==> config.mk <==
export PLATFORM = sky130hd
export DESIGN_NAME = ram_fifo_ctrl_flat
export DESIGN_NICKNAME = d
export VERILOG_FILES = /design/src/rtl/ram_fifo_ctrl_if.sv /design/src/rtl/ram_fifo_ctrl.sv /design/src/flat_wrapper.sv
export SDC_FILE = /design/constraint.sdc
export NUM_CORES = 1
export LEC_CHECK = 0
export CAP_MARGIN = 20
export CELL_PAD_IN_SITES_DETAIL_PLACEMENT = 1
export CELL_PAD_IN_SITES_GLOBAL_PLACEMENT = 1
export CORE_MARGIN = 5
export CORE_UTILIZATION = 32
export CTS_CLUSTER_DIAMETER = 200
export CTS_CLUSTER_SIZE = 40
export DETAILED_ROUTE_END_ITERATION = 7
export PLACE_DENSITY_LB_ADDON = 0.15
export SLEW_MARGIN = 5
export SYNTH_ARGS = -nofsm -noshare
export SYNTH_HDL_FRONTEND = slang
export SYNTH_SLANG_ARGS = --single-unit
==> constraint.sdc <==
create_clock -name clk -period 4 [get_ports clk]
set_input_delay 1 -clock clk [delete_from_list [all_inputs] [get_ports clk]]
set_output_delay 1 -clock clk [all_outputs]
set_load 0.01 [all_outputs]
==> src/rtl/ram_fifo_ctrl_if.sv <==
// Bus bundle between a push/pop client, the FIFO controller and the 32x4 dual-port RAM.
// Defining FIFO_ERR_FLAGS_EN adds the sticky ovf/unf error flags.
interface ram_fifo_ctrl_if #(
    parameter int DATA_W = 4,
    parameter int ADDR_W = 5
);
    logic              push;
    logic [DATA_W-1:0] wr_data;
    logic              pop;
    logic [DATA_W-1:0] rd_data;
    logic              rd_valid;
    logic              full;
    logic              empty;
    logic [ADDR_W:0]   count;
    logic              ram_ena;
    logic              ram_wea;
    logic [ADDR_W-1:0] ram_addra;
    logic [DATA_W-1:0] ram_dia;
    logic              ram_enb;
    logic [ADDR_W-1:0] ram_addrb;
    logic [DATA_W-1:0] ram_dob;
`ifdef FIFO_ERR_FLAGS_EN
    logic              ovf;
    logic              unf;

    modport slave (
        input  push, wr_data, pop, ram_dob,
        output rd_data, rd_valid, full, empty, count,
        output ram_ena, ram_wea, ram_addra, ram_dia, ram_enb, ram_addrb,
        output ovf, unf
    );

    modport master (
        output push, wr_data, pop, ram_dob,
        input  rd_data, rd_valid, full, empty, count,
        input  ram_ena, ram_wea, ram_addra, ram_dia, ram_enb, ram_addrb,
        input  ovf, unf
    );
`else
    modport slave (
        input  push, wr_data, pop, ram_dob,
        output rd_data, rd_valid, full, empty, count,
        output ram_ena, ram_wea, ram_addra, ram_dia, ram_enb, ram_addrb
    );

    modport master (
        output push, wr_data, pop, ram_dob,
        input  rd_data, rd_valid, full, empty, count,
        input  ram_ena, ram_wea, ram_addra, ram_dia, ram_enb, ram_addrb
    );
`endif
endinterface

==> src/rtl/ram_fifo_ctrl.sv <==
// Synchronous FIFO controller driving a dual-port RAM: port A writes, port B reads (1-cycle latency).
// Optional sticky overflow/underflow flags are enabled with FIFO_ERR_FLAGS_EN.
module ram_fifo_ctrl #(
    parameter int DATA_W = 4,
    parameter int ADDR_W = 5
) (
    input  logic           clk,
    input  logic           rst,
    ram_fifo_ctrl_if.slave bus
);
    localparam logic [ADDR_W:0] FULL_COUNT = {1'b1, {ADDR_W{1'b0}}};

    logic [ADDR_W-1:0] r_wrPtr;
    logic [ADDR_W-1:0] r_rdPtr;
    logic [ADDR_W:0]   r_count;
    logic              r_full;
    logic              r_empty;
    logic              r_rdValid;
    logic              w_pushAcc;
    logic              w_popAcc;
    logic [ADDR_W:0]   w_countNext;
    logic [DATA_W-1:0] w_rdData;

    // Acceptance uses the registered flags, so write and read addresses can never collide.
    assign w_pushAcc = bus.push & ~r_full & ~rst;
    assign w_popAcc  = bus.pop & ~r_empty & ~rst;

    always_comb begin
        w_countNext = r_count;
        case ({w_pushAcc, w_popAcc})
            2'b10:   w_countNext = r_count + 1'b1;
            2'b01:   w_countNext = r_count - 1'b1;
            default: w_countNext = r_count;
        endcase
    end

    always_ff @(posedge clk) begin
        if (rst) begin
            r_wrPtr   <= '0;
            r_rdPtr   <= '0;
            r_count   <= '0;
            r_full    <= 1'b0;
            r_empty   <= 1'b1;
            r_rdValid <= 1'b0;
        end else begin
            if (w_pushAcc) begin
                r_wrPtr <= r_wrPtr + 1'b1;
            end
            if (w_popAcc) begin
                r_rdPtr <= r_rdPtr + 1'b1;
            end
            r_count   <= w_countNext;
            r_full    <= (w_countNext == FULL_COUNT);
            r_empty   <= (w_countNext == '0);
            r_rdValid <= w_popAcc;
        end
    end

    assign w_rdData      = bus.ram_dob;
    assign bus.rd_data   = w_rdData;
    assign bus.rd_valid  = r_rdValid;
    assign bus.full      = r_full;
    assign bus.empty     = r_empty;
    assign bus.count     = r_count;
    assign bus.ram_ena   = w_pushAcc;
    assign bus.ram_wea   = w_pushAcc;
    assign bus.ram_addra = r_wrPtr;
    assign bus.ram_dia   = bus.wr_data;
    assign bus.ram_enb   = w_popAcc;
    assign bus.ram_addrb = r_rdPtr;

`ifdef FIFO_ERR_FLAGS_EN
    logic r_ovf;
    logic r_unf;

    // Flags record any rejected request and stay set until reset.
    always_ff @(posedge clk) begin
        if (rst) begin
            r_ovf <= 1'b0;
            r_unf <= 1'b0;
        end else begin
            r_ovf <= r_ovf | (bus.push & r_full);
            r_unf <= r_unf | (bus.pop & r_empty);
        end
    end

    assign bus.ovf = r_ovf;
    assign bus.unf = r_unf;
`endif
endmodule

==> src/flat_wrapper.sv <==
// flat-port wrapper written by rule: the top's interface ports become plain ports
module ram_fifo_ctrl_flat 
#(
    parameter int DATA_W = 4,
    parameter int ADDR_W = 5
)
  (clk, rst, bus_push, bus_wr_data, bus_pop, bus_ram_dob, bus_rd_data, bus_rd_valid, bus_full, bus_empty, bus_count, bus_ram_ena, bus_ram_wea, bus_ram_addra, bus_ram_dia, bus_ram_enb, bus_ram_addrb);
  ram_fifo_ctrl_if #(.DATA_W(DATA_W), .ADDR_W(ADDR_W)) bus_i ();
  input  logic clk;
  input  logic rst;
  input wire logic [$bits(bus_i.push)-1:0] bus_push;
  input wire logic [$bits(bus_i.wr_data)-1:0] bus_wr_data;
  input wire logic [$bits(bus_i.pop)-1:0] bus_pop;
  input wire logic [$bits(bus_i.ram_dob)-1:0] bus_ram_dob;
  output wire logic [$bits(bus_i.rd_data)-1:0] bus_rd_data;
  output wire logic [$bits(bus_i.rd_valid)-1:0] bus_rd_valid;
  output wire logic [$bits(bus_i.full)-1:0] bus_full;
  output wire logic [$bits(bus_i.empty)-1:0] bus_empty;
  output wire logic [$bits(bus_i.count)-1:0] bus_count;
  output wire logic [$bits(bus_i.ram_ena)-1:0] bus_ram_ena;
  output wire logic [$bits(bus_i.ram_wea)-1:0] bus_ram_wea;
  output wire logic [$bits(bus_i.ram_addra)-1:0] bus_ram_addra;
  output wire logic [$bits(bus_i.ram_dia)-1:0] bus_ram_dia;
  output wire logic [$bits(bus_i.ram_enb)-1:0] bus_ram_enb;
  output wire logic [$bits(bus_i.ram_addrb)-1:0] bus_ram_addrb;
  assign bus_i.push = bus_push;
  assign bus_i.wr_data = bus_wr_data;
  assign bus_i.pop = bus_pop;
  assign bus_i.ram_dob = bus_ram_dob;
  assign bus_rd_data = bus_i.rd_data;
  assign bus_rd_valid = bus_i.rd_valid;
  assign bus_full = bus_i.full;
  assign bus_empty = bus_i.empty;
  assign bus_count = bus_i.count;
  assign bus_ram_ena = bus_i.ram_ena;
  assign bus_ram_wea = bus_i.ram_wea;
  assign bus_ram_addra = bus_i.ram_addra;
  assign bus_ram_dia = bus_i.ram_dia;
  assign bus_ram_enb = bus_i.ram_enb;
  assign bus_ram_addrb = bus_i.ram_addrb;
  ram_fifo_ctrl #(.DATA_W(DATA_W), .ADDR_W(ADDR_W)) u_core (.clk(clk), .rst(rst), .bus(bus_i));
endmodule
==> impl_metrics.tcl, run 1 <==
set metrics [dict create \
    synth_cells 140 \
    path_class "input pin to output pin" \
    ant_nets 0 \
    grt_use_total_pct 13.0 \
    hold_path_class "flop to flop" \
    antenna_found_initial 0 \
    cts_resized 0 \
    htreeDepth 1 \
    cts_hold_buf 0 \
    max_freq_mhz 268 \
    pwr_density_cell_nw_per_um2 314 \
    finalSetupTns_ns 0 \
    ys.flop_type "dfxtp_1" \
    cts_tree "built" \
    drtIter0Drc 33 \
    clk_pin_slew_ns 0.07 \
    yosysWarnings 0 \
    critPathRequiredTime_ns 3.00 \
    post_drt_wl_per_cell_um 15.4 \
    syn_avg_cell_area_um2 8.39 \
    power_frac_seq_pct 46.9 \
    intPower_uw 323 \
    fin_util_pct 40.1 \
    nNetsFinal 172 \
    vias 1046 \
    ys_ff_latch 19 \
    status "finished, final reports clean" \
    sw_frac_of_total_pct 28.8 \
    grt_overflow 0 \
    fp.dieH_um 70.6 \
    cts_made_buffers 3 \
    grt_pass1_wl_um 5340 \
    synthesis.area_um2 1170 \
    cp_max_fo 12 \
    switchingPower_uw 131 \
    synthArstFlopShare_pct 0 \
    die_w_um 70.6 \
    clkPwrFrac_pct 29.4 \
    first_pass_iters 4 \
    power.leakage_uw 0.000530 \
    maxCapViolCount 0 \
    tightest_slew_ns 0.509 \
    grt_max_degree 20 \
    cp-start-kind "input pin" \
    clk_latency_ns 0.25 \
    grt_pass1_vias 1091 \
    max-vdd-ir-drop_mv 0.172 \
    cts_setup_buffers 0 \
    via_per_inst 5.15 \
    place.gp.congestion 0.821 \
    rows 22 \
    fp.coreArea_um2 3610 \
    synth_fp_nets 156 \
    drc 0 \
    root_buffer "clkbuf_8" \
    finalCritPeriodShare_pct 93.2 \
    dpl.hpwl_um 2380 \
    syn2layout_area_growth_pct 23.0 \
    worst_setup_path_end_kind "output pin" \
    finClkSkew_ns 0.00257 \
    synth_edf_count 0 \
    arrival_ns 2.73 \
    ios 42 \
    rsz0062_at_grt "no" \
    slew_headroom_pct 65.6 \
    final_hold_viol_count 0 \
    routed_wl_um 3130 \
    drive_gt1_share_pct 8.39 \
    cts_buffer_depth 2 \
    diodes 0 \
    start_util_pct 32.6 \
    dieArea_um2 4980 \
    final-setup-viol-count 0 \
    min_period_ns 3.73 \
    synth-seq-area-share_pct 32.4 \
    drv_slew 0 \
    pwr-share-comb_pct 23.7 \
    cts_sinks 19 \
    synth_cell_types 44 \
    io_buffers 25 \
    fillers 429 \
]
[worst max-delay path, cell delays in order]
cell and delay [ns]:
clkdlybuf4s50_1 0.45, or3b_4 0.45, inv_2 0.08, buf_4 0.18, clkdlybuf4s50_1 0.56
[final timing paths]
kind	start	to	slack, ns	cells after the start
min	u_core.bus.ram_addra[1]	u_core.bus.ram_addra[1]	0.51	2
max reg2reg	u_core.bus.empty	u_core.bus.full	1.16	11
min reg2reg	u_core.bus.ram_addra[1]	u_core.bus.ram_addra[1]	0.51	2
max	bus_pop	bus_ram_enb	0.27	5
[cell usage after synthesis (all sizes together), types with 2 or more instances]
library cell | n | area, um^2
dfxtp | 19 | 380
buf | 15 | 106
nor2 | 14 | 52.6
nand2 | 11 | 41.3
a21oi | 8 | 51.3
xor2 | 8 | 70.1
inv | 7 | 26.3
nand4 | 5 | 31.3
o21ai | 5 | 25.0
xnor2 | 5 | 43.8
clkbuf | 4 | 16.3
ha | 4 | 50.1
or3 | 4 | 25.0
a31oi | 3 | 33.8
a21boi | 2 | 15.0
a311oi | 2 | 17.5
nand2b | 2 | 12.5
nand3b | 2 | 15.0
nor3 | 2 | 10.0
nor3b | 2 | 15.0
or3b | 2 | 20.0
[power groups by stage]
stage | registers (uW) | clock network (uW) | logic (uW)
after global routing | 215 | 151 | 117
final | 213 | 133 | 108
after global placement | 216 | 0 | 105
after CTS | 213 | 141 | 108
after floorplan | 215 | 0 | 75.1
after detailed placement | 217 | 0 | 107
[through the flow]
step | hold slack (ns) | setup slack (ns) | cell area (um^2) | total power [uW] | std cells
6_report | 0.507 | 0.274 | 1450 | 453 | 203
5_1_grt | 0.556 | 0.118 | 1450 | 484 | 203
4_1_cts | 0.513 | 0.273 | 1450 | 462 | 203
3_5_place_dp | 0.503 | 0.0640 | 1400 | 325 | 199
3_3_place_gp | 0.488 | 0.265 | 1400 | 322 | 199
2_1_floorplan | 0.508 | 0.821 | 1170 | 290 | 140
[per-layer routing]
layer / track usage [%] / wire length, um / up-vias
li1: - / - / 508
met1: 16.2 / 1380 / 507
met2: 22.2 / 1540 / 27
met3: 4.40 / 190 / 4
met4: 2.09 / 15 / 0
met5: 0 / 0 / -
[layout by cell type, fill, tap and decap left out, drive strengths merged, types with 2 or more instances in the layout]
| cell | count |
|---|---|
| xor2 | 8 |
| o21ai | 5 |
| clkbuf | 4 |
| a21oi | 8 |
| or3 | 4 |
| nor3 | 2 |
| nand4 | 5 |
| dfxtp | 19 |
| inv | 7 |
| nand3b | 2 |
| nor3b | 2 |
| nor2 | 14 |
| nand2 | 11 |
| ha | 4 |
| a21boi | 2 |
| clkdlybuf4s50 | 25 |
| a311oi | 2 |
| a31oi | 3 |
| or3b | 2 |
| nand2b | 2 |
| buf | 5 |
| xnor2 | 5 |
[logic make-up (layout without fill, tap and decap cells)]
| group | Yosys count | after routing | share of synthesized area [%] |
|---|---|---|---|
| AOI/OAI and AO/OA | 27 | 27 | 17.3 |
| xor gates and xnor gates | 13 | 13 | 9.69 |
| adders and majority gates | 4 | 4 | 4.26 |
| buffers and inverters | 26 | 41 | 12.7 |
| DFF | 19 | 19 | 32.4 |
| muxes | 1 | 1 | 0.852 |
| and+or+nand+nor | 50 | 50 | 22.9 |
[flip-flops by register name, summed over array words and instances, names as in the netlist]
signal and count:
u_core.bus.full 1, u_core.bus.rd_valid 1, u_core.bus.ram_addrb 5, u_core.bus.ram_addra 5, u_core.bus.count 6, u_core.bus.empty 1
[cell type report]
cell class	instances	area, um^2	share of cell area [%]
inverters	7	26.3	1.82
multi-input cells	95	646	44.7
clock buffers	4	45.0	3.12
well taps	48	60.1	4.16
flip-flops and latches	19	380	26.3
repair buffers	30	288	19.9
Note: power is estimated with default switching activity, not from simulation.
==> inputs of run 2 (changes only) <==
--- a/config.mk
+++ b/config.mk
@@ -9,12 +9,13 @@
 export CELL_PAD_IN_SITES_DETAIL_PLACEMENT = 1
 export CELL_PAD_IN_SITES_GLOBAL_PLACEMENT = 1
 export CORE_MARGIN = 5
-export CORE_UTILIZATION = 32
+export CORE_UTILIZATION = 33
+export CTS_BUF_LIST = sky130_fd_sc_hd__clkbuf_4 sky130_fd_sc_hd__clkbuf_8
 export CTS_CLUSTER_DIAMETER = 200
 export CTS_CLUSTER_SIZE = 40
 export DETAILED_ROUTE_END_ITERATION = 7
 export PLACE_DENSITY_LB_ADDON = 0.15
-export SLEW_MARGIN = 5
+export SLEW_MARGIN = 0
 export SYNTH_ARGS = -nofsm -noshare
 export SYNTH_HDL_FRONTEND = slang
 export SYNTH_SLANG_ARGS = --single-unit
==> impl_metrics.tcl, run 2 (same netlist as run 1, synthesis figures left out) <==
set metrics [dict create \
    cts_resized 0 \
    final_area_um2 1430 \
    cts_setup_buffers 0 \
    power.leakage_uw 0.000525 \
    slew_headroom_pct 64.5 \
    grt_use_total_pct 13.1 \
    antenna_found_initial 0 \
    via_per_inst 5.20 \
    r2r_cells 11 \
    ios 42 \
    intPower_uw 289 \
    cts_tree "built" \
    io_buffers 25 \
    tightest_slew_ns 0.524 \
    maxCapViolCount 0 \
    ant_nets 0 \
    r2r-end "u_core.bus.full" \
    switchingPower_uw 131 \
    critPathRequiredTime_ns 3.00 \
    hold_depth 2 \
    finalSetupTns_ns 0 \
    drv_slew 0 \
    max-vdd-ir-drop_mv 0.180 \
    fin_cells 201 \
    path_class "input pin to output pin" \
    sw_frac_of_total_pct 31.1 \
    arrival_ns 2.71 \
    cts_made_buffers 3 \
    power_frac_seq_pct 50.7 \
    clk_latency_ns 0.31 \
    dpl.hpwl_um 2400 \
    first_pass_iters 4 \
    placed_cell_area_um2 1400 \
    fp.dieH_um 69.7 \
    post_drt_wl_per_cell_um 15.4 \
    r2r_setup_slack_ns 1.18 \
    fillers 418 \
    dp.cells 197 \
    vias 1045 \
    htreeDepth 1 \
    fp.coreArea_um2 3390 \
    grt_max_degree 20 \
    routed_wl_um 3090 \
    rsz0062_at_grt "no" \
    largest_register_ffs 6 \
    most-common-layout-cells "clkdlybuf4s50_1 (25), dfxtp_1 (19), nor2_1 (14), nand2_1 (11), xor2_1 (8)" \
    status "finished, final reports clean" \
    cp-start-kind "input pin" \
    root_buffer "clkbuf_4" \
    clkPwrFrac_pct 24.0 \
    cts_sinks 19 \
    cts_buffer_depth 2 \
    grt_pass1_wl_um 5350 \
    drtIter0Drc 14 \
    diodes 0 \
    grt_pass1_vias 1099 \
    min-delay-start "u_core.bus.ram_addra[1]" \
    pwr-share-comb_pct 25.4 \
    hold_path_class "flop to flop" \
    rows 21 \
    final_common_cell "clkdlybuf4s50_1" \
    pwr_density_cell_nw_per_um2 295 \
    drive_gt1_share_pct 9.03 \
    drc 0 \
    power_uw 420 \
    final_hold_viol_count 0 \
    start_util_pct 34.7 \
    die_w_um 69.7 \
    min_period_ns 3.71 \
    cp_max_fo 12 \
    cts_hold_buf 0 \
    syn2layout_area_growth_pct 21.3 \
    worst_setup_path_end_kind "output pin" \
    place.gp.congestion 0.813 \
    grt_overflow 0 \
    nNetsFinal 172 \
    clk_pin_slew_ns 0.12 \
    finalCritPeriodShare_pct 92.8 \
    max_freq_mhz 269 \
    hold_path_end "u_core.bus.ram_addra[1]" \
    finClkSkew_ns 0.00712 \
    regToRegStartpoint "u_core.bus.empty" \
    dieArea_um2 4850 \
    final-setup-viol-count 0 \
]
run 2: final cells by class:
cell class | instances | area, um^2 | share of cell area, %
tap | 46 | 57.6 | 4.04
sequential | 19 | 380 | 26.7
inverter | 7 | 26.3 | 1.84
multi-input combinational | 95 | 646 | 45.3
clock buffer | 3 | 22.5 | 1.58
timing repair buffer | 30 | 288 | 20.2
clock inverter | 1 | 5.00 | 0.351
run 2: worst max path at each step:
stage	slack, ns	startpoint	endpoint	cells past startpoint
3_5_place_dp	0.09	bus_pop	u_core.bus.full	12
4_1_cts	0.29	bus_pop	bus_ram_enb	5
5_1_grt	0.12	bus_pop	u_core.bus.full	12
2_1_floorplan	0.82	rst	u_core.bus.full	12
3_3_place_gp	0.27	bus_pop	u_core.bus.full	12
6_report	0.29	bus_pop	bus_ram_enb	5
run 2: power by group through the flow:
stage          clock [uW]  combinational (uW)  sequential [uW]
6_report              101                 107              213
5_1_grt               119                 117              215
4_1_cts               108                 108              214
3_5_place_dp            0                 107              218
3_3_place_gp            0                 105              217
2_1_floorplan           0                75.1              215
run 2: metrics by stage:
stage	setup slack [ns]	util, %	hold WS (ns)
after global placement	0.265	41.2	0.485
after detailed placement	0.0897	41.2	0.506
after CTS	0.287	42.0	0.527
after floorplan	0.821	-	0.508
after global routing	0.121	42.0	0.565
final	0.289	42.0	0.522
run 2: routing by layer:
layer	track usage [%]	part of all wire [%]	vias to the layer above
met5	0	0	-
met4	2.13	0.81	0
met3	4.93	6.1	8
met2	22.4	47	27
met1	15.9	46	498
li1	-	-	512
run 2: critical path: stages:
cell	delay, ns
clkdlybuf4s50_1	0.44
or3b_4	0.45
inv_2	0.08
buf_4	0.17
clkdlybuf4s50_1	0.56
